$ cat src/rtl/sc_io_display_scan.sv
`default_nettype none
// ============================================================================
// sc_io_display_scan : 6-digit multiplexed 7-segment scanner for IO ports 0..2
// Revision 1.0 - initial release
// ============================================================================
module sc_io_display_scan #(
  parameter int SCAN_DIV = 50000,
  parameter bit BLANK_LZ = 1'b1
) (
  input  logic        clock,
  input  logic        clrn,
  input  logic [31:0] out_port0,
  input  logic [31:0] out_port1,
  input  logic [31:0] out_port2,
  output logic [5:0]  an_n,
  output logic [6:0]  seg_n,
  output logic        dp_n,
  output logic        frame_tick
);

  localparam int            PW       = $clog2(SCAN_DIV) + 1;
  localparam logic [PW-1:0] PRE_LAST = PW'(SCAN_DIV - 1);
  localparam logic [2:0]    DIG_LAST = 3'd5;

  logic [PW-1:0] pre_q, pre_d;
  logic [2:0]    dig_q, dig_d;
  logic [7:0]    snap0_q, snap0_d, snap1_q, snap1_d, snap2_q, snap2_d;
  logic [5:0]    an_n_q, an_n_d;
  logic [6:0]    seg_n_q, seg_n_d;
  logic          dp_n_q, dp_n_d;
  logic          frame_tick_q, frame_tick_d;

  logic          pre_wrap;
  logic          frame_end;
  logic          dig_valid;
  logic [7:0]    sel_byte;
  logic [3:0]    nibble;

  logic          unused_port_bits;
  assign unused_port_bits = ^{out_port0[31:8], out_port1[31:8], out_port2[31:8]};

  function automatic logic [6:0] hex7(input logic [3:0] v);
    case (v)
      4'h0: hex7 = 7'h40;  4'h1: hex7 = 7'h79;  4'h2: hex7 = 7'h24;  4'h3: hex7 = 7'h30;
      4'h4: hex7 = 7'h19;  4'h5: hex7 = 7'h12;  4'h6: hex7 = 7'h02;  4'h7: hex7 = 7'h78;
      4'h8: hex7 = 7'h00;  4'h9: hex7 = 7'h10;  4'hA: hex7 = 7'h08;  4'hB: hex7 = 7'h03;
      4'hC: hex7 = 7'h46;  4'hD: hex7 = 7'h21;  4'hE: hex7 = 7'h06;  default: hex7 = 7'h0E;
    endcase
  endfunction

  always_comb begin
    pre_wrap  = (pre_q >= PRE_LAST);
    dig_valid = (dig_q <= DIG_LAST);
    frame_end = pre_wrap && (dig_q == DIG_LAST);

    pre_d = pre_wrap ? '0 : pre_q + PW'(1);

    dig_d = dig_q;
    if (!dig_valid || frame_end) begin
      dig_d = 3'd0;
    end else if (pre_wrap) begin
      dig_d = dig_q + 3'd1;
    end

    // Snapshot only at the frame boundary so a mid-frame store never tears the display
    snap0_d      = frame_end ? out_port0[7:0] : snap0_q;
    snap1_d      = frame_end ? out_port1[7:0] : snap1_q;
    snap2_d      = frame_end ? out_port2[7:0] : snap2_q;
    frame_tick_d = frame_end;

    case (dig_q[2:1])
      2'd0:    sel_byte = snap0_q;
      2'd1:    sel_byte = snap1_q;
      2'd2:    sel_byte = snap2_q;
      default: sel_byte = 8'h00;
    endcase
    nibble = dig_q[0] ? sel_byte[7:4] : sel_byte[3:0];

    an_n_d  = dig_valid ? ~(6'b000001 << dig_q) : 6'h3F;
    seg_n_d = hex7(nibble);
    if (!dig_valid || (BLANK_LZ && dig_q[0] && (nibble == 4'h0))) begin
      seg_n_d = 7'h7F;
    end
    dp_n_d = !((dig_q == 3'd2) || (dig_q == 3'd4));
  end

  always_ff @(posedge clock) begin
    if (!clrn) begin
      pre_q        <= '0;
      dig_q        <= 3'd0;
      snap0_q      <= 8'h00;
      snap1_q      <= 8'h00;
      snap2_q      <= 8'h00;
      an_n_q       <= 6'h3F;
      seg_n_q      <= 7'h7F;
      dp_n_q       <= 1'b1;
      frame_tick_q <= 1'b0;
    end else begin
      pre_q        <= pre_d;
      dig_q        <= dig_d;
      snap0_q      <= snap0_d;
      snap1_q      <= snap1_d;
      snap2_q      <= snap2_d;
      an_n_q       <= an_n_d;
      seg_n_q      <= seg_n_d;
      dp_n_q       <= dp_n_d;
      frame_tick_q <= frame_tick_d;
    end
  end

  assign an_n       = an_n_q;
  assign seg_n      = seg_n_q;
  assign dp_n       = dp_n_q;
  assign frame_tick = frame_tick_q;

endmodule
`default_nettype wire

$ cat config.mk
export PLATFORM = sky130hd
export DESIGN_NAME = sc_io_display_scan
export DESIGN_NICKNAME = d
export VERILOG_FILES = /design/src/rtl/sc_io_display_scan.sv
export SDC_FILE = /design/constraint.sdc
export NUM_CORES = 1
export LEC_CHECK = 0
export ABC_CLOCK_PERIOD_IN_PS = 6300
export CAP_MARGIN = 5
export CORE_ASPECT_RATIO = 1.25
export CORE_MARGIN = 2
export CORE_UTILIZATION = 45
export CTS_CLUSTER_DIAMETER = 150
export DETAILED_ROUTE_END_ITERATION = 8
export PLACE_DENSITY = 0.87
export SETUP_SLACK_MARGIN = 0.3
export SYNTH_ARGS = -nofsm -noshare
export SYNTH_HDL_FRONTEND = slang
export SYNTH_SLANG_ARGS = --single-unit
export TNS_END_PERCENT = 10
$ cat constraint.sdc
create_clock -name clock -period 6.3 [get_ports clock]
set_input_delay 0.945 -clock clock [delete_from_list [all_inputs] [get_ports clock]]
set_output_delay 0.945 -clock clock [all_outputs]
set_load 0.005 [all_outputs]
Word level (Yosys, flattened, before mapping)
Memory sizes are Yosys's and may differ from the RTL's. A register that Yosys moved wholly into a read port is not among the register bits.
Index checks and enable logic that the tools add are counted.
- bits of input ports: 98
- register bits: 52
- word-level logic and storage cells: 36
- memory bits (read-only): 112
- output and inout bits: 15
- memories: 1
- $add $sub $neg: 2
- muxes and demuxes: 2
- shift-type cells: 1
- order comparisons: 2
- reduce and logical (&&, ||, !) cells: 13
- equality and inequality tests: 5
- bitwise gates (word level): 2
- memory list (memory ; words ; bits a word ; rd ports ; clocked after Yosys merged registers in ; wr ports ; RTL line ; text):
    (name not given) ; 16 ; 7 ; 1 ; 1 ; 0 ; 43 ; case (v)
- operator list (operator ; count):
    $pmux W8 S3 ; 1
    $add A17 B1 Y17 const B ; 1
    $ge A17 B16 Y1 const B ; 1
    $eq A3 B3 Y1 const B ; 2
    $not A6 Y6 ; 1
    $reduce_or A2 Y1 ; 3
    $shl A1 B3 Y6 const A ; 1
    $logic_not A4 Y1 ; 1
    $mux W4 ; 1
    $add A3 B1 Y3 const B ; 1
    $eq A3 B2 Y1 const B ; 1
    $le A3 B3 Y1 const B ; 1
    $logic_or A1 B1 Y1 ; 3
    $eq A2 B1 Y1 const B ; 1
    $eq A2 B2 Y1 const B ; 1
    $logic_and A1 B1 Y1 ; 2
    $logic_not A1 Y1 ; 2
    $logic_not A2 Y1 ; 1
    $reduce_and A2 Y1 ; 1
    $not A1 Y1 ; 1

Longest topological paths before layout
- word-level depth: 7
- mapped depth: 11
- mapped depth without buffers: 9

Worst setup path before layout
OpenSTA, ideal clock, no wires.
- path type: register to register
- start: register dig_q[1]
- end: register seg_n_q[2], in the netlist seg_n[2]
- required time: 6184 ps
- cell stages (with the launch flop): 11
- setup time: 116 ps
- period minus slack after synthesis: 2717 ps
- data arrival time: 2601 ps
- setup slack: 3583 ps
- buffers on the path: 2
- cell sequence: dfxtp_1 clkbuf_1 buf_1 or3_1 o221ai_1 a221oi_1 inv_1 ha_1 a41oi_1 o31ai_1 a31o_2
- longest elaborated chain between the ends: 7
- elaborated cells on any way between the ends: 11
- classes of those cells: 1 x order compare; 2 x eq/ne; 2 x mux; 6 x reduce/logical
- ends and longest elaborated chain (what ; RTL line ; text):
    start: declaration ; 26 ; logic [2:0] dig_q, dig_d;
    start signal: assignment ; 100 ; dig_q <= dig_d;
    $eq A2 B2 Y1, or another cell as far along ; 71 ; case (dig_q[2:1])
    $pmux W8 S3 ; 71 ;
    $mux W4 ; 77 ; nibble = dig_q[0] ? sel_byte[7:4] : sel_byte[3:0];
    $logic_not A4 Y1 ; 81 ; if (!dig_valid || (BLANK_LZ && dig_q[0] && (nibble == 4'h0))) begin
    $logic_and A1 B1 Y1 ; 81 ;
    $logic_or A1 B1 Y1 ; 81 ;
    $reduce_or A2 Y1 (no line) ; - ;
    end: declaration ; 29 ; logic [6:0] seg_n_q, seg_n_d;
Several ways; a longest one is shown, not always the timed one.
A chain may end at the register's enable or synchronous reset.

Worst setup path after layout
- start: register dig_q[2]
- end: register seg_n_q[2], in the netlist seg_n[2]
The elaborated chain is that of the path after synthesis.

==> out/qor.txt <==
post-synthesis mux area share: 13.2%
Overall Global Routing Usage: 18.3%
ys async rst share: 0%
Pwr Density: 271 nW/um^2
detailed-route via count: 2087
Synth cell types: 48
WL final: 5.13 mm
IO Count: 113
gr ovfl total: 0
setup violators final: 0
Ys Warns: 0
ranking of synthesized cells by area: dfxtp_1 (45%), mux2i_1 (11%), nor2_1 (6.3%), ha_1 (4.8%), nand3_1 (2.5%)
CTS Sinks: 59
share of cells above drive strength 1: 7.48%
crit path kind: reg -> reg
Port Buffers: 40
Yosys reg bits: 59
Total Nets Final: 424
relative slew slack: 38.6%
final hold vios: 0
crit path cell chain: nor2b_1 -> a221oi_1 -> a221oi_1 -> inv_1 -> ha_1 -> a41oi_1 -> o31ai_1 -> a31o_2
Core Util, Final: 57.4%
Antenna diodes: 0
TNS Setup: 0 ps
Top FF cell, synth: dfxtp_1
syn_nets: 385
H-tree level count: 3
Crit path top cell by count: a221oi_1
post-synth top area share: 45.2%
maximum VDD drop: 175 uV
CTS Root Cell: clkbuf_8
CP max stage cell: dfxtp_1
residual DRC count: 0
adder-cell share of the synthesized area: 4.79%
Leak: 1.43 nW
period utilization: 51.9%
post-synthesis simple-gate area fraction: 18.6%
Worst Path Max Fanout: 18
Initial Util: 45.8%
worst skew pair latency: 330 ps
DRT Pass-1 Iters: 4
main combinational cell family by area after synthesis: simple AND/OR/NAND/NOR gates
min Tclk post-route: 3270 ps
post_cts resized: 0
Detailed Route Iter0 Violations: 80
post-DP HPWL: 3.69 mm
TritonCTS clock tree: yes
Inserted Clock Buffers: 9
clock tree buffer depth: 2
maximum achievable frequency: 0.306 GHz
xor/xnor share of the synthesized area: 4.36%
Pins Over Slew Limit: 0
initial antenna violation count: 0
Crit path arrival time: 3490 ps
Synth Cell Area: 2610 sq um
max-cap viol count: 0
max incr delay on CP: 670 ps
crit path capture type: flop
fraction of the yosys area taken by sequential cells: 45.2%
CP startpoint kind: flop
Post-CTS Setup Bufs: 0
Hold Buf Count CTS: 0
Hold Path Class: reg -> reg
Worst Skew: 7.26 ps
synthesized instance count: 277
cell taking the most area after synthesis: dfxtp_1
largest net degree at the start of global routing: 26
core footprint: 5700 sq um
Die Span Y: 89.2 um
Area Growth Syn to Fin: 25.3%
routability cong.: 0.855
Avg Inst Size Synth: 9.43 sq um
worst-margin pin slew: 917 ps
WP data required: 6520 ps
first-pass GRT wire length: 9.03 mm
vias in the first global route: 2023
DR vias/cell: 5.39
die width: 72.1 um
die area: 6430 sq um
EDFF count, synth: 0
compound-cell area share of the yosys netlist: 9.49%
row count: 31
status: finished clean
drt wl/cell: 13.3 um
Worst-path clk slew: 70 ps
unrepaired setup endpoints after global routing: no
DRT antenna net count: 0
## critical path, delay by kind of cell, from the launching register on
family,cells,cell delay [ps]
AO/OA/AOI/OAI,5,1550
adder cells (fa/ha/maj),1,270
buffers and inverters,1,180
flip-flops,1,670
AND/OR/NAND/NOR,1,480
## stage by stage
stage                     instances  hold slack, ps  worst slack [ps]  cell area (sq um)  total power, mW
after global routing            387             485              2660               3270            0.923
final                           387             470              3030               3270            0.887
after floorplan                 277             430              3580               2610            0.443
after global placement          371             440              3110               3030            0.481
after detailed placement        371             457              3050               3030            0.485
after CTS                       387             471              3030               3270            0.895
## cell usage after synthesis, drive strengths merged (6+ instances only)
cell type and number:
nand3 13, xnor2 6, a21oi 7, inv 7, xor2 7, clkbuf 9
dfxtp 59, ha 10, nor3 6, mux2i 30, o21ai 10, nand2 16
nor2 44
## flip-flops by register name, indices dropped and copies added (netlist names)
signal,flops
snap1_q,8
snap0_q,8
an_n,6
pre_q,17
dp_n,1
seg_n,7
dig_q,3
frame_tick,1
snap2_q,8
## final timing paths
| kind | startpoint | endpoint | slack (ps) | depth (start not counted) |
|---|---|---|---|---|
| worst max-delay path | dig_q[2] | seg_n[2] | 3030 | 8 |
| worst min-delay path | pre_q[0] | pre_q[0] | 470 | 1 |
| worst max register to register | dig_q[2] | seg_n[2] | 3030 | 8 |
| worst min register to register | pre_q[0] | pre_q[0] | 470 | 1 |
## power breakdown
| group | internal (mW) | total, mW | switching (mW) |
|---|---|---|---|
| Combinational | 0.0475 | 0.0864 | 0.0388 |
| Sequential | 0.383 | 0.390 | 0.00689 |
| Clock | 0.266 | 0.411 | 0.145 |
## cells by family after synthesis
family / Yosys count
AND/OR/NAND/NOR: 102
AO/OA/AOI/OAI: 36
other: 1
adder cells (fa/ha/maj): 10
XOR/XNOR: 13
buffers and inverters: 22
multiplexers: 34
flip-flops: 59
## layout make-up
| type | instances | area, sq um |
|---|---|---|
| tap | 66 | 82.6 |
| multi-input combinational | 196 | 1320 |
| sequential | 59 | 1180 |
| clock buffer | 13 | 179 |
| inverter | 9 | 33.8 |
| fill | 475 | 2430 |
| timing repair buffer | 41 | 408 |
| clock inverter | 3 | 67.6 |
## placed cells by master (no fill, tap or decap), types with 2 or more instances in the layout
| master | instances |
|---|---|
| nand2b_1 | 2 |
| nor2_1 | 44 |
| xor2_1 | 7 |
| clkinv_1 | 2 |
| bufinv_16 | 2 |
| nand3_1 | 13 |
| nor3_1 | 5 |
| dfxtp_1 | 59 |
| inv_1 | 7 |
| clkbuf_8 | 13 |
| a221oi_1 | 2 |
| clkdlybuf4s50_1 | 40 |
| nor2b_1 | 5 |
| or3_1 | 2 |
| ha_1 | 10 |
| o21ai_0 | 9 |
| o22ai_1 | 2 |
| and3_1 | 2 |
| mux2i_1 | 30 |
| nand4_1 | 4 |
| o211ai_1 | 2 |
| mux2_2 | 4 |
| a21oi_1 | 7 |
| o221ai_1 | 3 |
| xnor2_1 | 6 |
| nand2_1 | 16 |
## routing by layer
| layer | up-vias | global-route usage (%) | wire length (um) |
|---|---|---|---|
| met5 | - | 0 | 0 |
| met3 | 9 | 5.07 | 234 |
| met4 | 0 | 11.7 | 113 |
| met2 | 49 | 29.9 | 2630 |
| met1 | 991 | 21.0 | 2150 |
| li1 | 1038 | - | - |
(Power assumes the default switching activity.)
==> RTL change 1: new RTL, config.mk and constraints unchanged <==
Register the input `out_port1` before use. The logic sees it one clock later. The other inputs are not delayed to match.
--- a/src/rtl/sc_io_display_scan.sv
+++ b/src/rtl/sc_io_display_scan.sv
@@ -24,2 +24,8 @@
 
+  logic [31:0] out_port1_q;
+
+  always_ff @(posedge clock) begin
+    out_port1_q <= out_port1;
+  end
+
   logic [PW-1:0] pre_q, pre_d;
@@ -39,3 +45,3 @@
   logic          unused_port_bits;
-  assign unused_port_bits = ^{out_port0[31:8], out_port1[31:8], out_port2[31:8]};
+  assign unused_port_bits = ^{out_port0[31:8], out_port1_q[31:8], out_port2[31:8]};
 
@@ -66,3 +72,3 @@
     snap0_d      = frame_end ? out_port0[7:0] : snap0_q;
-    snap1_d      = frame_end ? out_port1[7:0] : snap1_q;
+    snap1_d      = frame_end ? out_port1_q[7:0] : snap1_q;
     snap2_d      = frame_end ? out_port2[7:0] : snap2_q;
Formal check against the unedited RTL: no difference found for any inputs over 10 cycles, from zero or initial values; that may be too few to reach the edited logic, so the function may still have changed.
==> RTL change 1 against the unedited design <==
Design area is 8.0% higher. Wire length is 7.5% higher. Sequential cell count is 8 higher. Clock skew hardly changed. Worst setup slack better by 0.21 ns. Maximum frequency is 7.0% higher. Synthesized cell count is 7.2% higher. Area after synthesis is 9.3% higher. Total power is 6.4% higher. Critical endpoint unchanged. Largest power group is now registers.
==> RTL change 1: results (changes against the unedited design) <==
Post-Synth Adder-Cell Area=4.38% (-0.41 points); clk_lat worst skew=0.36 ns (+0.03 ns); placed cell count=409 (+10%); Synth cell types=40 (-17%); Largest Register=pre_q; post-CTS resize count=0 (unchanged); routed metal-1 wire length=2430 um (+13%); met2 usage=28.3% (-1.7 points); outcome=finished clean; Worst path max stage delay=0.88 ns (+0.21 ns); Synth Area in XOR/XNOR=3.68% (-0.68 points); Rel. slew slack=35.5% (-3.1 points); met1 Use GR=21.4% (+0.36 points); vias per cell=5.09 (-5.5%); GR Layer Usage met3=3.99% (-1.1 points); fill count=559 (+18%); gpl congestion=0.780 (-8.8%); placed cell areas=0.00330 mm2 (+8.9%); synth cell count leaders=dfxtp_1 (67), mux2i_1 (30), nor2_1 (30); CP Max Fanout=25 (+7); Tmin final=3.06 ns (-0.213 ns); WP data arrival=3.24 ns (-0.25 ns); total track usage=17.7% (-0.55 points); global-route wire length before repair=9220 um (+2.1%); mux contribution to synthesized area=10.9% (-2.3 points); sequential area share after synthesis=47.0% (+1.7 points); Syn Area/Cell=9.61 um2 (+2.0%); DRT iter0 DRCs=135 (+69%); met3 WL post-DR=215 um (-8.1%); NumNets Final=443 (+4.5%); Peak VDD IR=0.157 mV (-9.9%); postcts setup bufs=0 (unchanged); Hold WS=0.479 ns (+0.00892 ns); Critical Path Start=dig_q[1]; crit path to=seg_n[2]; area of the multi-input gates=0.00142 mm2 (+7.6%); Compound-Gate Fraction of Synth Area=9.73% (+0.24 points); vias in the first global route=2,039 (+0.79%); Static Leak=1.23 nW (-14%); clock skew=0.00712 ns (-0.000139 ns); dpl ws=2.91 ns (-0.139 ns); P_int=0.000738 W (+6.0%); post-detailed-route wirelength per cell=13.0 um (-2.1%); reg2reg setup slack=3.24 ns (+0.21 ns); hpwl dp=3700 um (about the same); top cells by area, synth=dfxtp_1 (47%), mux2i_1 (11%), nor2b_1 (6.4%), ha_1 (4.4%), nor2_1 (3.9%); DRT Wirelength=5510 um (+7.5%)
-- RTL change 1: cell types whose count changed after synthesis, sizes merged, moves of 8 or more --
| cell | change |
|---|---|
| dfxtp | +8 |
| nand2 | +8 |
| nor2 | -13 |
| nor2b | +24 |
-- RTL change 1: layout make-up --
cell class / instances / share of cell area (%)
clock buffer: 13 / 4.78
timing repair buffer: 40 / 11.3
sequential: 67 / 38.0
inverter: 7 / 0.744
tap: 85 / 3.01
multi-input combinational: 210 / 40.2
clock inverter: 3 / 1.95
-- RTL change 1: power groups by stage --
stage | clock network [W] | registers [W] | logic [W]
2_1_floorplan | 0 | 0.000451 | 0.0000444
3_3_place_gp | 0 | 0.000454 | 0.0000790
3_5_place_dp | 0 | 0.000455 | 0.0000812
4_1_cts | 0.000424 | 0.000445 | 0.0000819
5_1_grt | 0.000438 | 0.000446 | 0.0000910
6_report | 0.000418 | 0.000445 | 0.0000816
==> RTL change 2: new RTL, same settings <==
Without the edit above. `SCAN_DIV`: 50000 -> 100000.
--- a/src/rtl/sc_io_display_scan.sv
+++ b/src/rtl/sc_io_display_scan.sv
@@ -6,3 +6,3 @@
 module sc_io_display_scan #(
-  parameter int SCAN_DIV = 50000,
+  parameter int SCAN_DIV = 100000,
   parameter bit BLANK_LZ = 1'b1
Behaviour: no difference found for any inputs over 10 cycles, from zero or initial values; that may be too few to reach the edited logic, so the function may still have changed.
==> RTL change 2 against the unedited design <==
Worst setup slack gained 0.64 ns. Sequential share of layout area shrank 0.44 points. Via count grew 2.5%. Critical endpoint is now seg_n[5]. Count of clock-buffer cells in the layout shrank 3. Sequential cell count grew 1. Area after synthesis grew 4.8%. Total power shrank 6.9%. Design area grew 2.9%. Wire length grew 1.4%. Maximum frequency grew 24%. Core utilization grew 0.12 points. Clock power shrank 18%. Largest power group is now registers. Critical path type unchanged. Global-route usage shrank 1.0 points.
==> RTL change 2: results (changes against the unedited design) <==
synth warn=0 (unchanged); total track usage=17.2% (-1.0 points); share of layout cells above drive strength 1=8.36% (+0.88 points); Largest register FFs=18 (+1); hold crit path type=register to register; htree depth=3 (unchanged); clk_lat worst skew=0.35 ns (+0.02 ns); Max Root-Sink Buffers=2 (unchanged); drt pass-1 iters=4 (unchanged); synth cell count leaders=dfxtp_1 (60), nor2_1 (52), mux2i_1 (32); CTS root buffer=clkbuf_8; outcome=finished clean; met3 WL post-DR=234 um (unchanged); post-CTS resize count=0 (unchanged); Largest delay share family, worst path=compound AO/OA/AOI/OAI gates; Static Leak=1.40 nW (-2.3%); Largest Register=pre_q; hpwl dp=3610 um (-2.3%); gpl congestion=0.831 (-2.7%); vias in the first global route=1,960 (-3.1%); Ant. Diodes=0 (unchanged); slowest CP cell=dfxtp_1; DRT iter0 DRCs=73 (-8.8%); Max-Cap Viols=0 (unchanged); Worst path max stage delay=0.91 ns (+0.24 ns); postcts setup bufs=0 (unchanged); Num CTS Buffers=9 (unchanged); largest net degree at the start of global routing=28 (+7.7%); vias per cell=5.13 (-4.8%); routed metal-1 wire length=2350 um (+9.1%); top cells by area, synth=dfxtp_1 (44%), mux2i_1 (12%), nor2_1 (7.1%), ha_1 (4.6%), xnor2_1 (2.9%); sequential area share after synthesis=43.9% (-1.4 points); P_int=0.000628 W (-9.8%); Post-synth ARST share=0% (unchanged); post-detailed-route wirelength per cell=12.5 um (-5.9%); NumNets Final=439 (+3.5%); CP Max Fanout=26 (+8); clock skew=0.00718 ns (-0.0000766 ns); Tightest Pin Transition=0.906 ns (-0.0108 ns); final setup violation count=0 (unchanged); Synth cell types=45 (-6.3%); met2 WL=2460 um (-6.5%); initial antenna violation count=0 (unchanged); global-route wire length before repair=8840 um (-2.1%); clk slew on worst S/H paths=0.06 ns; Gate power share=11.3% (+1.6 points); P_clk=0.000335 W (-18%); power per standard cell area=245 mW/mm2 (-9.6%); Peak VDD IR=0.138 mV (-21%); Port Buffers=40 (unchanged); WP data arrival=2.83 ns (-0.66 ns); fill count=523 (+10%); syn_nets=398 (+3.4%); DR top layer=met4
-- RTL change 2: cell types whose count changed after synthesis, moves of 3 or more --
cell	delta
buf_2	+4
buf_6	+3
clkbuf_1	-5
inv_1	+5
mux2_2	-4
nand2_1	+3
nand3_1	-3
nor2_1	+8
nor4_1	+3
o21ai_0	-6
xnor2_1	+3
-- RTL change 2: worst paths after layout --
path / from / endpoint / slack, ns / cells after the start
worst min register to register: pre_q[0] / pre_q[0] / 0.47 / 1
worst max register to register: dig_q[2] / seg_n[5] / 3.67 / 6
worst max-delay path: dig_q[2] / seg_n[5] / 3.67 / 6
worst min-delay path: pre_q[0] / pre_q[0] / 0.47 / 1
-- RTL change 2: cells by family after synthesis --
| family | synth area share [%] |
|---|---|
| simple gates | 19.2 |
| flops | 43.9 |
| compound gates | 11.7 |
| mux | 11.7 |
| buf+inv | 4.30 |
| xor+xnor | 4.48 |
| fa+ha+maj | 4.57 |
| other cells | 0.137 |
-- RTL change 2: cell type report --
cell class                      instances  area, um2  share of cell area (%)
Inverter                               13       48.8                    1.45
Tap cell                               82        103                    3.04
Sequential cell                        60       1200                    35.6
Clock inverter                          5       52.6                    1.56
Timing Repair Buffer                   41        408                    12.1
Multi-Input combinational cell        206       1420                    42.1
Clock buffer                           10        138                    4.08
-- RTL change 2: through the flow --
step                      setup slack (ns)  cell area (um2)  cells  hold slack, ns
after floorplan                       4.38             2740    290           0.426
after global placement                3.42             3180    402           0.438
after detailed placement              3.40             3180    402           0.456
after CTS                             3.68             3370    417           0.470
after global routing                  3.41             3370    417           0.500
final                                 3.67             3370    417           0.470
-- RTL change 2: routing by layer --
metal / GRT usage [%] / up-vias
met5: 0 / -
met2: 26.1 / 58
met3: 3.00 / 12
met4: 12.7 / 0
met1: 21.3 / 975
li1: - / 1095
